File: config.mk
export PLATFORM = sky130hd
export DESIGN_NAME = tpu_job_sequencer
export DESIGN_NICKNAME = d
export VERILOG_FILES = /design/src/rtl/tpu_job_sequencer.sv
export SDC_FILE = /design/constraint.sdc
export NUM_CORES = 1
export LEC_CHECK = 0
export BUFFER_PORTS_ARGS = -buffer_cell sky130_fd_sc_hd__buf_2
export CAP_MARGIN = 20
export CORE_MARGIN = 2
export CORE_UTILIZATION = 60
export CTS_CLUSTER_DIAMETER = 30
export DETAILED_ROUTE_END_ITERATION = 8
export PLACE_DENSITY = 0.83
export RECOVER_POWER = 100
export SLEW_MARGIN = 20
export SYNTH_ARGS = -nofsm -noshare
export SYNTH_HDL_FRONTEND = slang
export SYNTH_SLANG_ARGS = --single-unit
export TNS_END_PERCENT = 20
File: constraint.sdc
create_clock -name clk -period 4.5 [get_ports clk]
set_input_delay 0.45 -clock clk [delete_from_list [all_inputs] [get_ports clk]]
set_output_delay 0.45 -clock clk [all_outputs]
set_load 0.005 [all_outputs]
File: src/rtl/tpu_job_sequencer.sv
`default_nettype none
// ============================================================================
// Module   : tpu_job_sequencer
// Purpose  : Job controller for the systolic-array front end. A start request
//            clears the queue array, streams one tile of operands from the
//            operand SRAM, launches the compute, waits for the queues to drain,
//            flushes the array pipeline and reports completion. Abort and a
//            watchdog on the two externally paced phases return the block to
//            idle without a completion pulse.
// Revision : 1.0 - initial release
// ----------------------------------------------------------------------------
// Ports
//   clk            in   rising-edge clock
//   rst_n          in   asynchronous active-low reset
//   start          in   job request, only honoured while idle
//   abort          in   synchronous cancel, honoured in any active state
//   base_addr      in   tile base address, captured when a job is accepted
//   busy           out  high whenever a job is in flight
//   done           out  one-cycle completion pulse
//   error          out  sticky watchdog flag, cleared by the next accepted job
//   sram_addr      out  operand SRAM read address (holds outside the load)
//   sram_rd_en     out  operand SRAM read strobe
//   queue_clr      out  one-cycle clear to the queue array
//   read_start     out  queue array load enable
//   read_done      in   queue array holds the complete tile (level)
//   compute_start  out  queue array read / compute enable
//   read_all_data  in   queues fully drained into the array (level)
//   acc_clear      out  one-cycle PE accumulator clear at compute launch
// All outputs come straight from flops and reflect the state that the
// registered state machine is currently in.
// ============================================================================
module tpu_job_sequencer #(
  parameter int DATA_WIDTH   = 16,
  parameter int ARRAY_SIZE   = 2,
  parameter int ADDR_WIDTH   = 10,
  parameter int LOAD_WORDS   = 2 * ARRAY_SIZE * ARRAY_SIZE,
  parameter int DRAIN_CYCLES = 2 * ARRAY_SIZE,
  parameter int TIMEOUT      = 255
) (
  input  logic                  clk,
  input  logic                  rst_n,
  input  logic                  start,
  input  logic                  abort,
  input  logic [ADDR_WIDTH-1:0] base_addr,
  output logic                  busy,
  output logic                  done,
  output logic                  error,
  output logic [ADDR_WIDTH-1:0] sram_addr,
  output logic                  sram_rd_en,
  output logic                  queue_clr,
  output logic                  read_start,
  input  logic                  read_done,
  output logic                  compute_start,
  input  logic                  read_all_data,
  output logic                  acc_clear
);

  // --------------------------------------------------------------------------
  // Derived widths and terminal counts
  // --------------------------------------------------------------------------
  localparam int LCNT_W = (LOAD_WORDS   > 1) ? $clog2(LOAD_WORDS)   : 1;
  localparam int DCNT_W = (DRAIN_CYCLES > 1) ? $clog2(DRAIN_CYCLES) : 1;
  localparam int WD_W   = 8;

  localparam logic [LCNT_W-1:0] LOAD_LAST  = LCNT_W'(LOAD_WORDS - 1);
  localparam logic [DCNT_W-1:0] DRAIN_LAST = DCNT_W'(DRAIN_CYCLES - 1);
  localparam logic [WD_W-1:0]   WD_LAST    = WD_W'(TIMEOUT - 1);

  // Elaboration-time guard: the watchdog is 8 bits wide and the load and
  // drain counters need at least one step to count.
  if (DATA_WIDTH < 1 || LOAD_WORDS < 2 || DRAIN_CYCLES < 1 ||
      TIMEOUT < 2 || TIMEOUT > 256 || ADDR_WIDTH < 1) begin : g_param_check
    $error("tpu_job_sequencer: illegal parameter combination");
  end

  // --------------------------------------------------------------------------
  // State encoding
  // --------------------------------------------------------------------------
  typedef enum logic [2:0] {
    IDLE      = 3'd0,
    CLEAR     = 3'd1,
    LOAD      = 3'd2,
    WAIT_LOAD = 3'd3,
    COMPUTE   = 3'd4,
    DRAIN     = 3'd5,
    DONE      = 3'd6
  } state_t;

  state_t                state_q,        state_d;
  logic [ADDR_WIDTH-1:0] base_q,         base_d;
  logic [LCNT_W-1:0]     load_cnt_q,     load_cnt_d;
  logic [DCNT_W-1:0]     drain_cnt_q,    drain_cnt_d;
  logic [WD_W-1:0]       wd_cnt_q,       wd_cnt_d;
  logic [ADDR_WIDTH-1:0] sram_addr_q,    sram_addr_d;
  logic                  error_q,        error_d;
  logic                  busy_q,         busy_d;
  logic                  done_q,         done_d;
  logic                  sram_rd_en_q,   sram_rd_en_d;
  logic                  queue_clr_q,    queue_clr_d;
  logic                  read_start_q,   read_start_d;
  logic                  compute_start_q, compute_start_d;
  logic                  acc_clear_q,    acc_clear_d;

  // --------------------------------------------------------------------------
  // Next-state and next-output logic
  // --------------------------------------------------------------------------
  always_comb begin
    state_d     = state_q;
    base_d      = base_q;
    load_cnt_d  = load_cnt_q;
    drain_cnt_d = drain_cnt_q;
    wd_cnt_d    = wd_cnt_q;
    sram_addr_d = sram_addr_q;
    error_d     = error_q;

    unique case (state_q)
      IDLE: begin
        // start together with abort is treated as a cancelled request
        if (start && !abort) begin
          state_d = CLEAR;
          base_d  = base_addr;
          error_d = 1'b0;
        end
      end

      CLEAR: begin
        state_d     = LOAD;
        load_cnt_d  = '0;
        sram_addr_d = base_q;
      end

      LOAD: begin
        // read_done is deliberately not looked at until the last word is out
        if (load_cnt_q == LOAD_LAST) begin
          state_d  = WAIT_LOAD;
          wd_cnt_d = '0;
        end else begin
          load_cnt_d  = load_cnt_q + 1'b1;
          // wraps naturally at the top of the address space
          sram_addr_d = sram_addr_q + 1'b1;
        end
      end

      WAIT_LOAD: begin
        // Queue progress takes precedence over a watchdog expiring on the
        // same cycle.
        if (read_done) begin
          state_d  = COMPUTE;
          wd_cnt_d = '0;
        end else if (wd_cnt_q == WD_LAST) begin
          state_d = IDLE;
          error_d = 1'b1;
        end else begin
          wd_cnt_d = wd_cnt_q + 1'b1;
        end
      end

      COMPUTE: begin
        if (read_all_data) begin
          state_d     = DRAIN;
          drain_cnt_d = '0;
        end else if (wd_cnt_q == WD_LAST) begin
          state_d = IDLE;
          error_d = 1'b1;
        end else begin
          wd_cnt_d = wd_cnt_q + 1'b1;
        end
      end

      DRAIN: begin
        if (drain_cnt_q == DRAIN_LAST) begin
          state_d = DONE;
        end else begin
          drain_cnt_d = drain_cnt_q + 1'b1;
        end
      end

      DONE: begin
        state_d = IDLE;
      end

      default: begin
        state_d = IDLE;
      end
    endcase

    // Abort wins over every other transition, including the watchdog and
    // the step into DONE. Side effects computed above are discarded so the
    // error flag and the SRAM address keep their current values.
    if (abort && (state_q != IDLE)) begin
      state_d     = IDLE;
      error_d     = error_q;
      sram_addr_d = sram_addr_q;
    end

    // Moore outputs decoded from the state being entered, so the flops
    // present them during the first cycle of that state.
    busy_d          = (state_d != IDLE);
    queue_clr_d     = (state_d == CLEAR);
    sram_rd_en_d    = (state_d == LOAD);
    read_start_d    = (state_d == LOAD) || (state_d == WAIT_LOAD);
    compute_start_d = (state_d == COMPUTE);
    // only on the entry cycle of COMPUTE
    acc_clear_d     = (state_d == COMPUTE) && (state_q != COMPUTE);
    done_d          = (state_d == DONE);
  end

  // --------------------------------------------------------------------------
  // State and output registers
  // --------------------------------------------------------------------------
  always_ff @(posedge clk or negedge rst_n) begin
    if (!rst_n) begin
      state_q         <= IDLE;
      base_q          <= '0;
      load_cnt_q      <= '0;
      drain_cnt_q     <= '0;
      wd_cnt_q        <= '0;
      sram_addr_q     <= '0;
      error_q         <= 1'b0;
      busy_q          <= 1'b0;
      done_q          <= 1'b0;
      sram_rd_en_q    <= 1'b0;
      queue_clr_q     <= 1'b0;
      read_start_q    <= 1'b0;
      compute_start_q <= 1'b0;
      acc_clear_q     <= 1'b0;
    end else begin
      state_q         <= state_d;
      base_q          <= base_d;
      load_cnt_q      <= load_cnt_d;
      drain_cnt_q     <= drain_cnt_d;
      wd_cnt_q        <= wd_cnt_d;
      sram_addr_q     <= sram_addr_d;
      error_q         <= error_d;
      busy_q          <= busy_d;
      done_q          <= done_d;
      sram_rd_en_q    <= sram_rd_en_d;
      queue_clr_q     <= queue_clr_d;
      read_start_q    <= read_start_d;
      compute_start_q <= compute_start_d;
      acc_clear_q     <= acc_clear_d;
    end
  end

  assign busy          = busy_q;
  assign done          = done_q;
  assign error         = error_q;
  assign sram_addr     = sram_addr_q;
  assign sram_rd_en    = sram_rd_en_q;
  assign queue_clr     = queue_clr_q;
  assign read_start    = read_start_q;
  assign compute_start = compute_start_q;
  assign acc_clear     = acc_clear_q;

endmodule
`default_nettype wire
### Word-level counts from Yosys, hierarchy flattened

Cells that the tools add are included.

| storage, ports and cells | value |
|---|---|
| logic and storage cells | 83 |
| input bits | 16 |
| output and inout bits | 18 |
| bits in registers | 44 |

| operators by class | value |
|---|---|
| reductions and logical operators | 18 |
| $add $sub $neg | 4 |
| eq/ne operators | 21 |
| bitwise operators | 1 |
| multiplexer cells | 25 |

Operator list:

| cell | count |
|---|---|
| $mux W8 | 4 |
| $mux W3 | 8 |
| $pmux W8 S3 | 1 |
| $pmux W10 S2 | 1 |
| $pmux W3 S6 | 1 |
| $eq A3 B3 Y1 const B | 5 |
| $ne A2 B2 Y1 const B | 7 |
| $eq A3 B2 Y1 const B | 4 |
| $reduce_bool A3 Y1 | 4 |
| $add A10 B1 Y10 const B | 1 |
| $mux W10 | 1 |
| $reduce_and A3 Y1 | 3 |
| $add A8 B1 Y8 const B | 1 |
| $eq A8 B8 Y1 const B | 1 |
| $eq A3 B1 Y1 const B | 2 |
| $pmux W3 S2 | 1 |
| $reduce_and A5 Y1 | 1 |
| $mux W1 | 4 |
| $mux W2 | 2 |
| $pmux W2 S2 | 1 |
| $reduce_and A2 Y1 | 2 |
| $reduce_bool A2 Y1 | 2 |
| $add A3 B1 Y3 const B | 1 |
| $logic_and A1 B1 Y1 | 3 |
| other kinds (8) | 8 |

### Depth between registers and ports, before layout

| logic depth | value |
|---|---|
| depth in word-level cells | 7 |
| depth in mapped cells | 9 |
| mapped depth without buffers | 7 |

### Worst setup path after synthesis

No wires, ideal clock.

| path | value |
|---|---|
| path type | reg2reg |
| from | register load_cnt_q[0] |
| to | register sram_addr_q[6], in the netlist sram_addr[6] |
| cell stages (with the launch flop) | 9 |
| required time | 4379 ps |
| clock period less this slack | 1746 ps |
| setup time | 121 ps |
| path slack | 2754 ps |
| path buffers | 1 |
| arrival time | 1625 ps |
| path through | dfrtp_1 -> ha_1 -> ha_1 -> nand2_1 -> a21boi_2 -> nor4_4 -> buf_6 -> o21ai_1 -> a22o_1 |

| on the way | value |
|---|---|
| cells in the longest elaborated chain, start to end | 3 |

RTL lines:

| item | line | text |
|---|---|---|
| from (decl) | 91 | `logic [LCNT_W-1:0] load_cnt_q, load_cnt_d;` |
| from (signal assigned) | 230 | `load_cnt_q <= load_cnt_d;` |
| $eq A3 B3 Y1 | 134 | `if (load_cnt_q == LOAD_LAST) begin` |
| $ne A2 B2 Y1 (no line) | -- |  |
| $reduce_and A3 Y1 (no line) | -- |  |
| to (signal assigned) | 233 | `sram_addr_q <= sram_addr_d;` |
| to (decl) | 94 | `logic [ADDR_WIDTH-1:0] sram_addr_q, sram_addr_d;` |

Every way passes these cells.
A chain may end at the register's enable or synchronous reset.

### Final worst setup path

| path | value |
|---|---|
| from | register state_q[0] |
| to | register sram_addr_q[6], in the netlist sram_addr[6] |

| on the way | value |
|---|---|
| cells in the longest elaborated chain, start to end | 4 |
| elaborated cells on any way between the ends | 9 |
| classes of those cells | eq/ne (3); mux (1); bitwise (1); reduce/logical (4) |

RTL lines:

| item | line | text |
|---|---|---|
| from (decl) | 89 | `state_t state_q, state_d;` |
| from (signal assigned) | 228 | `state_q <= state_d;` |
| branches (longest 4 deep; another with $eq A3 B2 Y1) | -- |  |

Several ways; the timed one is not identified.

==> summary.md <==
| Metric | Value |
|---|---|
| RePlAce Congestion | 0.840 |
| Max cap viols | 1 |
| Shortest clock period the worst path allows after layout | 3.13 ns |
| Post-detailed-route wirelength per cell | 14.1 µm |
| CTS hold repair buffers | 0 |
| Register area share after synthesis | 48.2% |
| Layout cells sized above 1 | 15.6% |
| Critical path endpoint category | flop |
| Share of async-settable or async-resettable flops after synthesis | 100% |
| Detailed Route Iter0 Violations | 101 |
| Count of placed standard cells in the final layout, fillers left out | 330 |
| Largest fanout on the critical path | 21 |
| Share of power burned in registers | 44.5% |
| Most frequent cells in the layout | nand2_1, dfrtp_1, buf_2 |
| Combined global-route utilization of all metal layers | 24.6% |
| Violated checks | capacitance limit, slew limit |
| CP peak stage delay | 1.34 ns |
| Most common cell after layout, fill and taps aside | nand2_1 |
| Net switching fraction of the power | 40.4% |
| Warnings from Yosys | 0 |
| Post-synth EDFFs | 0 |
| Portion of the clock cycle consumed by the worst path in the final layout | a little over two thirds |
| WP data arrival | approximately 3.3 ns |
| Crit path max-delay cell type | nor4_2 |
| Std-Cell Rows | 22 |
| Placed instance count | 321 |
| Overall die area | 4320 µm² |
| Timing-limited maximum frequency | 320 MHz |
| Initial Utilization | 62.4% |
| Number of antenna violations at the first check in global routing | 0 |
| Setup repair after global routing missed its margin | no |
| Skew final | 0.00713 ns |
| Number of global-route vias before repair | between 1500 and 2000 |
| Number of antenna diodes | 0 |
| Net Sw Power | 0.620 mW |
| Most used flip-flop cell after synthesis | dfrtp_1 |
| Cell-internal power | 0.915 mW |
| Worst Hold Slack | 0.239 ns |
| Count of mapped cells out of synthesis | 248 |
| Worst Setup Start Kind | flop |
| Fin. Hold Viols | 0 |
| Core ar. | about 3700 µm² |
| Post-Synthesis Cell Area | ~2300 µm² |
| Syn Nets | 270 |
| Final routed DRC violation total | 0 |
| Level count of the clock H-tree | 2 |
| Synth-to-Final Area Change | 10.3% |
| Clock latency on the worst-skew pair | 0.30 ns |
| Post-detailed-placement cell area | between 2000 and 2500 µm² |
| Pins over their slew limit | 22 |
| Number of buffers added for setup after CTS | 0 |
| Worst vdd rail ir drop | 0.000329 V |
| Cell Pwr Density | 609 nW/µm² |
| Vert. Die Dim | roughly 66 µm |
| Worst min-delay path category | in2async |
| DR vias/cell | 5.83 |
| Total of endpoints with negative setup slack in the final report | 0 |
| Synthesized flop and latch total | 44 |
| WP data required | 4.70 ns |
| Post-synthesis area per instance | between 9 and 10 µm² |
| Leakage component of the power | 1.17 nW |
| I/O pin count | 34 |
| Global-route wire length before repair | 8080 µm |
| Total congestion overflow after global routing | 0 |
| Number of buffers on the longest clock path | 2 |
| Worst Setup Path Type | reg2reg |
| Die Span X | 65.7 µm |
| HPWL after detailed placement | ~3300 µm |
| List of cells traversed by the critical path | nor3b_1 -> buf_4 -> a31oi_1 -> nor4_2 -> o21ai_0 -> a22o_1 |
| Cells resized by post-CTS repair | 0 |
| Number of optimization iterations in the first detailed-route pass | 4 |
| Total design power | 1.54 mW |
| Pin count of the biggest net entering global routing | 45 |
| Clock Power Share | 17.2% |
| TritonCTS Buffers | 5 |
| Setup tns final | 0 ns |
| Number of nets in the layout | roughly 300 |
| Routed wire length | 4660 µm |
| Pin slew with the least headroom to its limit | 1.61 ns |
| Clock transition at path regs | 0.09 ns |
| Count of distinct cell types in the synthesized netlist | between 40 and 50 |
| Clock tree root driver cell | clkbuf_8 |
| Final design area excluding fillers | 2520 µm² |
| Portion of total power attributed to combinational logic | 38.3% |
| Number of vias after detailed routing | 1925 |
| TritonCTS clock tree | yes |
| Number of buffers inserted by port buffering | 33 |
| Run status | finished with violations |
| Clock Sink Count | 44 |
| Worst rel slew slack | -7.92% |
| Antenna viol nets, final | 0 |
-- area by class of cell --
type / instances / area (µm²)
Clock buffer: 6 / 82.6
Multi-Input combinational cell: 186 / 1060
Inverter: 9 / 33.8
Sequential cell: 44 / 1100
Clock inverter: 2 / 15.0
Fill cell: 313 / 1140
Timing Repair Buffer: 35 / 169
Tap cell: 48 / 60.1
-- per-layer routing --
metal / global-route usage [%] / share of wire [%] / vias to the layer above / routed length, µm
li1: - / - / 942 / -
met1: 33.7 / 47 / 923 / 2200
met2: 38.4 / 46 / 50 / 2160
met3: 5.82 / 4.7 / 10 / 221
met4: 8.33 / 1.7 / 0 / 81
met5: 0 / 0 / - / 0
-- cell usage after synthesis, drive strengths merged, types with 2 or more instances --
| library cell | count | area share (%) |
|---|---|---|
| or3 | 3 | 0.82 |
| a22o | 6 | 2.3 |
| and3 | 2 | 0.55 |
| ha | 6 | 3.3 |
| clkbuf | 3 | 0.49 |
| nor3 | 5 | 1.3 |
| o31ai | 3 | 0.99 |
| inv | 9 | 1.5 |
| a21bo | 2 | 0.88 |
| nor3b | 2 | 1.1 |
| o22ai | 4 | 1.4 |
| nand3 | 11 | 2.4 |
| a21boi | 3 | 1.1 |
| nor4 | 2 | 1.2 |
| a22oi | 3 | 1.2 |
| o21ai | 20 | 4.5 |
| a31oi | 7 | 2.2 |
| a21oi | 16 | 3.5 |
| buf | 6 | 2.0 |
| nand2 | 57 | 9.4 |
| nor2 | 13 | 2.1 |
| dfrtp | 44 | 48 |
| a2bb2oi | 2 | 0.77 |
| o32ai | 2 | 1.6 |
| nand2b | 6 | 1.6 |
-- state kept, by name, summed over array words and instances, names as in the netlist, 2 cells and up --
name and cells:
drain_cnt_q 2, wd_cnt_q 8, load_cnt_q 3, sram_addr 10, state_q 3, base_q 10
-- cells by family (layout without fill, tap and decap cells) --
kind of cell	count (synthesis)	count (layout)	share of synthesized area [%]
AO/OA/AOI/OAI	72	72	21.8
adder cells (fa/ha/maj)	6	6	3.28
buffers and inverters	18	52	3.94
flip-flops	44	44	48.2
multiplexers	1	1	0.438
AND/OR/NAND/NOR	107	107	22.3
-- through the flow --
stage	setup WS (ns)	util (%)
after floorplan	2.75	-
after global placement	2.11	67.3
after detailed placement	2.02	67.3
after CTS	2.02	69.9
after global routing	1.06	68.9
final	1.37	68.9
-- worst max-delay path, delay by kind of cell (launching register included) --
family / cells / cell delay (ns)
AOI/OAI and AO/OA: 3 / 0.65
DFF: 1 / 0.53
and+or+nand+nor: 2 / 1.59
buffers and inverters: 1 / 0.25
-- power groups by stage --
stage	combinational, mW	clock [mW]	sequential (mW)
2_1_floorplan	0.460	0	0.654
4_1_cts	0.610	0.268	0.683
3_5_place_dp	0.606	0	0.691
6_report	0.587	0.264	0.684
3_3_place_gp	0.585	0	0.683
5_1_grt	0.680	0.284	0.706
-- path summary, 6_finish.rpt --
path | start | depth (start not counted) | end | slack [ns]
max in group asynchronous | rst_n | 2 | load_cnt_q[1] | 2.41
worst min-delay path | rst_n | 1 | state_q[1] | 0.24
worst max-delay path | state_q[0] | 6 | sram_addr[6] | 1.37
worst max register to register | state_q[0] | 6 | sram_addr[6] | 1.37
min in group clk | base_addr[3] | 3 | base_q[3] | 0.33
worst min register to register | base_q[1] | 2 | base_q[1] | 0.49
No activity file was read; power rests on OpenSTA's default activity.
